--- src/rtl/uzorak_loader_pkg.sv ---
// Shared constants and state encoding for the sonar sample loader and Neural_net stage.
package uzorak_loader_pkg;

  localparam int unsigned N_FEAT   = 60;
  localparam int unsigned FEAT_W   = 16;
  localparam int unsigned UZORAK_W = N_FEAT * FEAT_W;
  localparam int unsigned CNT_W    = 6;

  typedef enum logic {
    FILL = 1'b0,
    HOLD = 1'b1
  } state_t;

endpackage

--- src/rtl/uzorak_loader.sv ---
// Assembles N_FEAT streamed features into one uzorak vector, holds it until
// acknowledged, and flags frames whose in_last marker disagrees with the length.
module uzorak_loader #(
  parameter int unsigned N_FEAT = uzorak_loader_pkg::N_FEAT,
  parameter int unsigned FEAT_W = uzorak_loader_pkg::FEAT_W,
  parameter int unsigned CNT_W  = uzorak_loader_pkg::CNT_W
) (
  input  logic                     clk,
  input  logic                     rst,
  input  logic [FEAT_W-1:0]        in_data,
  input  logic                     in_valid,
  input  logic                     in_last,
  output logic                     in_ready,
  output logic [N_FEAT*FEAT_W-1:0] uzorak,
  output logic                     uzorak_valid,
  input  logic                     uzorak_ready,
  output logic [CNT_W-1:0]         feat_cnt,
  output logic                     err_len,
  output logic [15:0]              frame_cnt
);
  import uzorak_loader_pkg::*;

  localparam int unsigned UW = N_FEAT * FEAT_W;

  if ((2 ** CNT_W) < N_FEAT) begin : g_cnt_w_check
    $error("CNT_W too narrow for N_FEAT");
  end

  state_t state, state_nx;
  logic   xfer;
  logic   at_end;

  // in_ready depends on the state register alone, never on inputs.
  assign in_ready = (state == FILL);
  assign xfer     = in_valid & in_ready;
  assign at_end   = (feat_cnt == CNT_W'(N_FEAT - 1));

  always_comb begin
    state_nx = state;
    unique case (state)
      FILL:    if (xfer && at_end) state_nx = HOLD;
      HOLD:    if (uzorak_ready)   state_nx = FILL;
      default: state_nx = FILL;
    endcase
  end

  always_ff @(posedge clk or posedge rst) begin
    if (rst) state <= FILL;
    else     state <= state_nx;
  end

  always_ff @(posedge clk or posedge rst) begin
    if (rst) begin
      uzorak       <= '0;
      uzorak_valid <= 1'b0;
      feat_cnt     <= '0;
      err_len      <= 1'b0;
      frame_cnt    <= '0;
    end else begin
      err_len <= 1'b0;
      if (xfer) begin
        uzorak <= {uzorak[UW-FEAT_W-1:0], in_data};
        if (at_end) begin
          // A full-length frame is always delivered; a missing in_last only flags it.
          feat_cnt     <= '0;
          uzorak_valid <= 1'b1;
          frame_cnt    <= frame_cnt + 16'd1;
          err_len      <= ~in_last;
        end else if (in_last) begin
          feat_cnt <= '0;
          err_len  <= 1'b1;
        end else begin
          feat_cnt <= feat_cnt + 1'b1;
        end
      end else if (state == HOLD && uzorak_ready) begin
        uzorak_valid <= 1'b0;
      end
    end
  end

endmodule

--- config.mk ---
export PLATFORM = sky130hd
export DESIGN_NAME = uzorak_loader
export DESIGN_NICKNAME = d
export VERILOG_FILES = /design/src/rtl/uzorak_loader_pkg.sv /design/src/rtl/uzorak_loader.sv
export SDC_FILE = /design/constraint.sdc
export NUM_CORES = 2
export LEC_CHECK = 0
export ABC_AREA = 1
export CORE_AREA = 5 5 392 394
export CTS_BUF_LIST = sky130_fd_sc_hd__clkbuf_8 sky130_fd_sc_hd__clkbuf_16
export DETAILED_ROUTE_END_ITERATION = 16
export DIE_AREA = 0 0 397 399
export GPL_ROUTABILITY_DRIVEN = 1
export HOLD_SLACK_MARGIN = 0.12
export PLACE_DENSITY = 0.56
export SLEW_MARGIN = 5
export SYNTH_ARGS = -nofsm -noshare
export SYNTH_HDL_FRONTEND = slang
export SYNTH_SLANG_ARGS = --single-unit
--- constraint.sdc ---
create_clock -name clk -period 44.8 [get_ports clk]
set_input_delay 6.72 -clock clk [delete_from_list [all_inputs] [get_ports clk]]
set_output_delay 6.72 -clock clk [all_outputs]
set_load 0.005 [all_outputs]
**Word-level counts from Yosys, hierarchy flattened**

Index checks and enable logic that the tools add are counted.

- Register bits: 985
- Bits in latches: 0
- Bits in writable memories: 0
- Memory bits (read-only): 0
- Bits of input ports: 21
- Output and inout port bits: 985
- Memories: 0

- $add $sub $neg: 2
- Multiply operators: 0
- Div/mod/pow operators: 0
- Magnitude comparators: 0
- Eq/ne operators: 2
- Shift-type cells: 0
- Multiplexer cells: 11
- Bitwise operators: 3
- Reduce and logical (&&, ||, !) cells: 5

Operator list:

| kind | number |
|---|---|
| adder 16 x 1 -> 16 bit, second input constant | 1 |
| 2-to-1 mux 6 bit | 2 |
| 2-to-1 mux 1 bit | 8 |
| adder 6 x 1 -> 6 bit, second input constant | 1 |
| == test 6 bit, second input constant | 1 |
| AND reduction 2 bit | 2 |
| logical AND 1 bit | 2 |
| != test 2 x 1 -> 1 bit, second input constant | 1 |
| NOT 1 bit | 2 |
| case mux 1 bit (2 select lines) | 1 |
| nonzero test 2 bit | 1 |
| bitwise AND 1 bit | 1 |

**Depth between registers and ports, before layout**

- Depth in word-level cells: 5
- Gate-level depth with buffers: 9
- Gate-level depth less buffers: 8

**Least setup slack after synthesis**

OpenSTA, ideal clock, no wires.

- Path type: input port to flip-flop
- Start point: input in_valid
- End point: register uzorak[228]
- Setup time: 0.118 ns
- Arrival time: 7.401 ns
- Required time: 44.682 ns
- Setup slack: 37.281 ns
- Stages: 6
- Buffers on the path: 3
- Path through: nand2_4 > inv_2 > buf_6 > buf_6 > buf_4 > o21ai_2

- Cells in the longest elaborated chain, start to end: 1

Ends and longest elaborated chain:

| element | RTL line | source |
|---|---|---|
| start, declared | uzorak_loader.sv:11 | `input logic in_valid,` |
| bitwise AND 1 bit | uzorak_loader.sv:35 | `assign xfer = in_valid & in_ready;` |
| end signal, assigned | uzorak_loader.sv:62 | `uzorak <= {uzorak[UW-FEAT_W-1:0], in_data};` |
| end, declared | uzorak_loader.sv:14 | `output logic [N_FEAT*FEAT_W-1:0] uzorak,` |

Every way passes these cells.
A chain may end at the register's enable or synchronous reset.

==> flow_summary.yaml <==
run_status:
  status: "finished clean"
cells_and_area:
  final_util_pct: 34.87
  nNetsFinal: 4685
  multi_input_area_sq_mm: 0.009155
  syn_to_final_growth_pct: 40.56
  seq_area_sq_mm: 0.02465
  n_fill_cell: 15090
  drive_above_1_share_pct: 4.722
timing:
  slew_violations: 0
  fin_setup_tns_ps: 0
  tightest_slew_ps: 1139
  max_freq_mhz: 88.03
  finalHoldViolations: 0
  rsz0062_at_grt: "false"
  min_period_ps: 11360
  skew_ps: 43.47
  finalSetupViolations: 0
  period_share_pct: 25.36
  slew_headroom_pct: 24.08
yosys:
  seq_area_frac_synth_pct: 66.50
  syn_avg_cell_area_sq_um: 9.906
  ys_seq_elements: 985
  mappedNetlistArea_sq_mm: 0.03707
  synthFlopType: "dfrtp_1"
  ys_async_sr_fraction_pct: 100.0
  yosysMostFrequentCell: "nand2_1"
  syn_inst: 3742
  synthDistinctLibCells: 26
  synth_fp_nets: 3765
  synth_edf_count: 0
  synthTopCellsByArea: "dfrtp_1, nand2_1, o21ai_0, o21ai_1, inv_1"
  ys_warn_count: 0
  netlist.area_leader.share_pct: 66.50
  yosysTopAreaCell: "dfrtp_1"
  synthTopCellsByCount: "nand2_1, dfrtp_1, o21ai_0"
critical_path:
  worstPathCellList: "clkdlybuf4s50_1, inv_8, buf_4, buf_12, buf_4, buf_4, buf_12"
  critPathKind: "input port to asynchronous set/reset pin"
  cp-start-kind: "input port"
  crit_path_max_incr_delay_ps: 840
  critical_path.top_delay_family: "buffers and inverters"
  endpoint_kind: "asynchronous set/reset pin"
  cpMostUsedCell: "buf_4"
  cp_data_required_time_ps: 45500
  reg2reg_from: "state$_DFF_PP0_"
  crit_path_max_fanout: 157
  cp_slowest_cell: "buf_4"
  reg2reg_depth: 7
  timing.rr.end: "uzorak[906]$_DFFE_PP0P_"
  critPathBufInv: 7
  arrival_ps: 12060
  r2r_setup_slack_ps: 40140
route:
  drc: 0
  routed_via_density: 4.233
  drtIter0Drc: 1899
  dr.pass1.iters: 6
  via_count: 28630
  wire_per_inst_microns: 19.42
  routed_wl_mm: 131.3
  drtAntennaViolNets: 0
floorplan:
  die_area_sq_mm: 0.1584
  die_w_microns: 397
  core_sq_mm: 0.1494
  io-pin-count: 1006
  initial_core_util_pct: 24.81
  fp.dieH_microns: 399
  std_cell_rows: 142
pwr:
  switching_share_pct: 28.94
  p_sw_mw: 0.7498
  max-vdd-ir-drop_mv: 0.03695
  p_int_mw: 1.841
  seqPwrFrac_pct: 44.4
  power_density_mw_per_mm2: 49.73
  power.clock.fraction_pct: 34.5
  p_leak_nw: 22.83
  p_comb_share_pct: 21.1
min_path:
  min_path_cells: 2
  holdCritStartpoint: "uzorak[948]$_DFFE_PP0P_"
  hold_class: "register to register"
  min_to: "uzorak[948]$_DFFE_PP0P_"
clock_tree:
  clock-root-buffer: "clkbuf_16"
  ctsLongestPathBuffers: 3
  cts_setup_buffers: 0
  htree_levels: 3
  ctsHoldBuffers: 0
  clk_latency_ps: 710
  cts_tree: "done"
  cts_resized: 0
  path_clk_slew_ps: 60
  cts.sinks: 985
  numCtsBuffers: 106
run:
  drv_cap: 0
grt:
  grt_pass1_vias: 28370
  grt_max_degree: 229
  grt_overflow_total: 0
  grt.total_usage_pct: 15.92
  antenna_found_initial: 6
  grt_pass1_wl_mm: 191.2
placement:
  place_congestion: 0.8537
  place.detailed.hpwl_mm: 95.06
  port_buffers: 1005
## tightest hold or removal path, stage by stage (launching register included)
cell	delay [ps]
dfrtp_1	340
nand2_1	60
nand2_1	50
## cell families after synthesis
kind of cell / synth area share [%]
compound gates: 12.92
xor+xnor: 0.2363
fa+ha+maj: 0.06750
buf+inv: 8.830
flops: 66.50
simple gates: 11.45
## per-stage QoR
step | power, mW | instance area (sq um) | instances | hold WS (ps) | worst slack (ps)
after floorplan | 1.302 | 37070 | 3742 | 471.6 | 10370
after global placement | 1.715 | 48480 | 6570 | 463.6 | 32660
after detailed placement | 1.719 | 48480 | 6570 | 468.5 | 32630
after CTS | 2.633 | 52100 | 6760 | 485.0 | 33430
after global routing | 2.723 | 52100 | 6760 | 507.2 | 32620
final | 2.591 | 52100 | 6763 | 479.9 | 33440
## registers in the layout, summed over array words and instances (netlist names)
name,cells
uzorak,960
frame_cnt,16
feat_cnt,6
err_len,1
state,1
uzorak_valid,1
## cells in the final DEF (no fill, tap or decap), types with 3 or more instances in the layout
| master | n |
|---|---|
| clkdlybuf4s50_1 | 1005 |
| nand3_1 | 10 |
| a21oi_1 | 3 |
| nor2_1 | 15 |
| o21ai_0 | 527 |
| o21ai_2 | 21 |
| bufinv_16 | 6 |
| clkbuf_16 | 106 |
| inv_6 | 3 |
| clkinvlp_4 | 5 |
| clkinv_16 | 3 |
| xnor2_1 | 6 |
| clkinv_2 | 10 |
| inv_1 | 503 |
| clkbuf_8 | 32 |
| buf_12 | 8 |
| nand2_1 | 1062 |
| dfrtp_1 | 985 |
| nand4_1 | 3 |
| diode_2 | 3 |
| o21ai_1 | 390 |
| xor2_1 | 4 |
| nor3_1 | 3 |
| buf_4 | 14 |
## final cells by class
cell class	count	share of cell area (%)
Multi-Input combinational cell	2058	17.57
Antenna cell	3	0.01441
Sequential cell	985	47.31
Clock buffer	138	5.936
Inverter	484	3.516
Clock inverter	52	0.9966
Timing Repair Buffer	1027	19.82
Tap cell	2016	4.841
## power by group through the flow
| stage | clock network (mW) | logic, mW | registers [mW] |
|---|---|---|---|
| floorplan | 0 | 0.160 | 1.14 |
| global placement | 0 | 0.552 | 1.16 |
| detailed placement | 0 | 0.554 | 1.16 |
| CTS | 0.924 | 0.557 | 1.15 |
| global route | 0.959 | 0.595 | 1.17 |
| finish | 0.895 | 0.546 | 1.15 |
## per-layer routing
layer | global-route usage, % | part of all wire (%) | vias up
met5 | 0 | 0.020 | -
met4 | 5.908 | 3.6 | 4
li1 | - | - | 13570
met2 | 26.16 | 47 | 893
met1 | 18.94 | 39 | 13970
met3 | 6.154 | 9.6 | 190
## worst max path at each step
stage	startpoint	endpoint	slack (ps)	cells past startpoint
2_1_floorplan	rst	err_len$_DFF_PP0_	10370	1
5_1_grt	rst	uzorak[562]$_DFFE_PP0P_	32620	7
6_report	rst	uzorak[567]$_DFFE_PP0P_	33440	7
4_1_cts	rst	uzorak[566]$_DFFE_PP0P_	33430	7
3_5_place_dp	rst	uzorak[457]$_DFFE_PP0P_	32630	7
3_3_place_gp	rst	uzorak[457]$_DFFE_PP0P_	32660	7
Note: power is estimated with default switching activity, not from simulation.
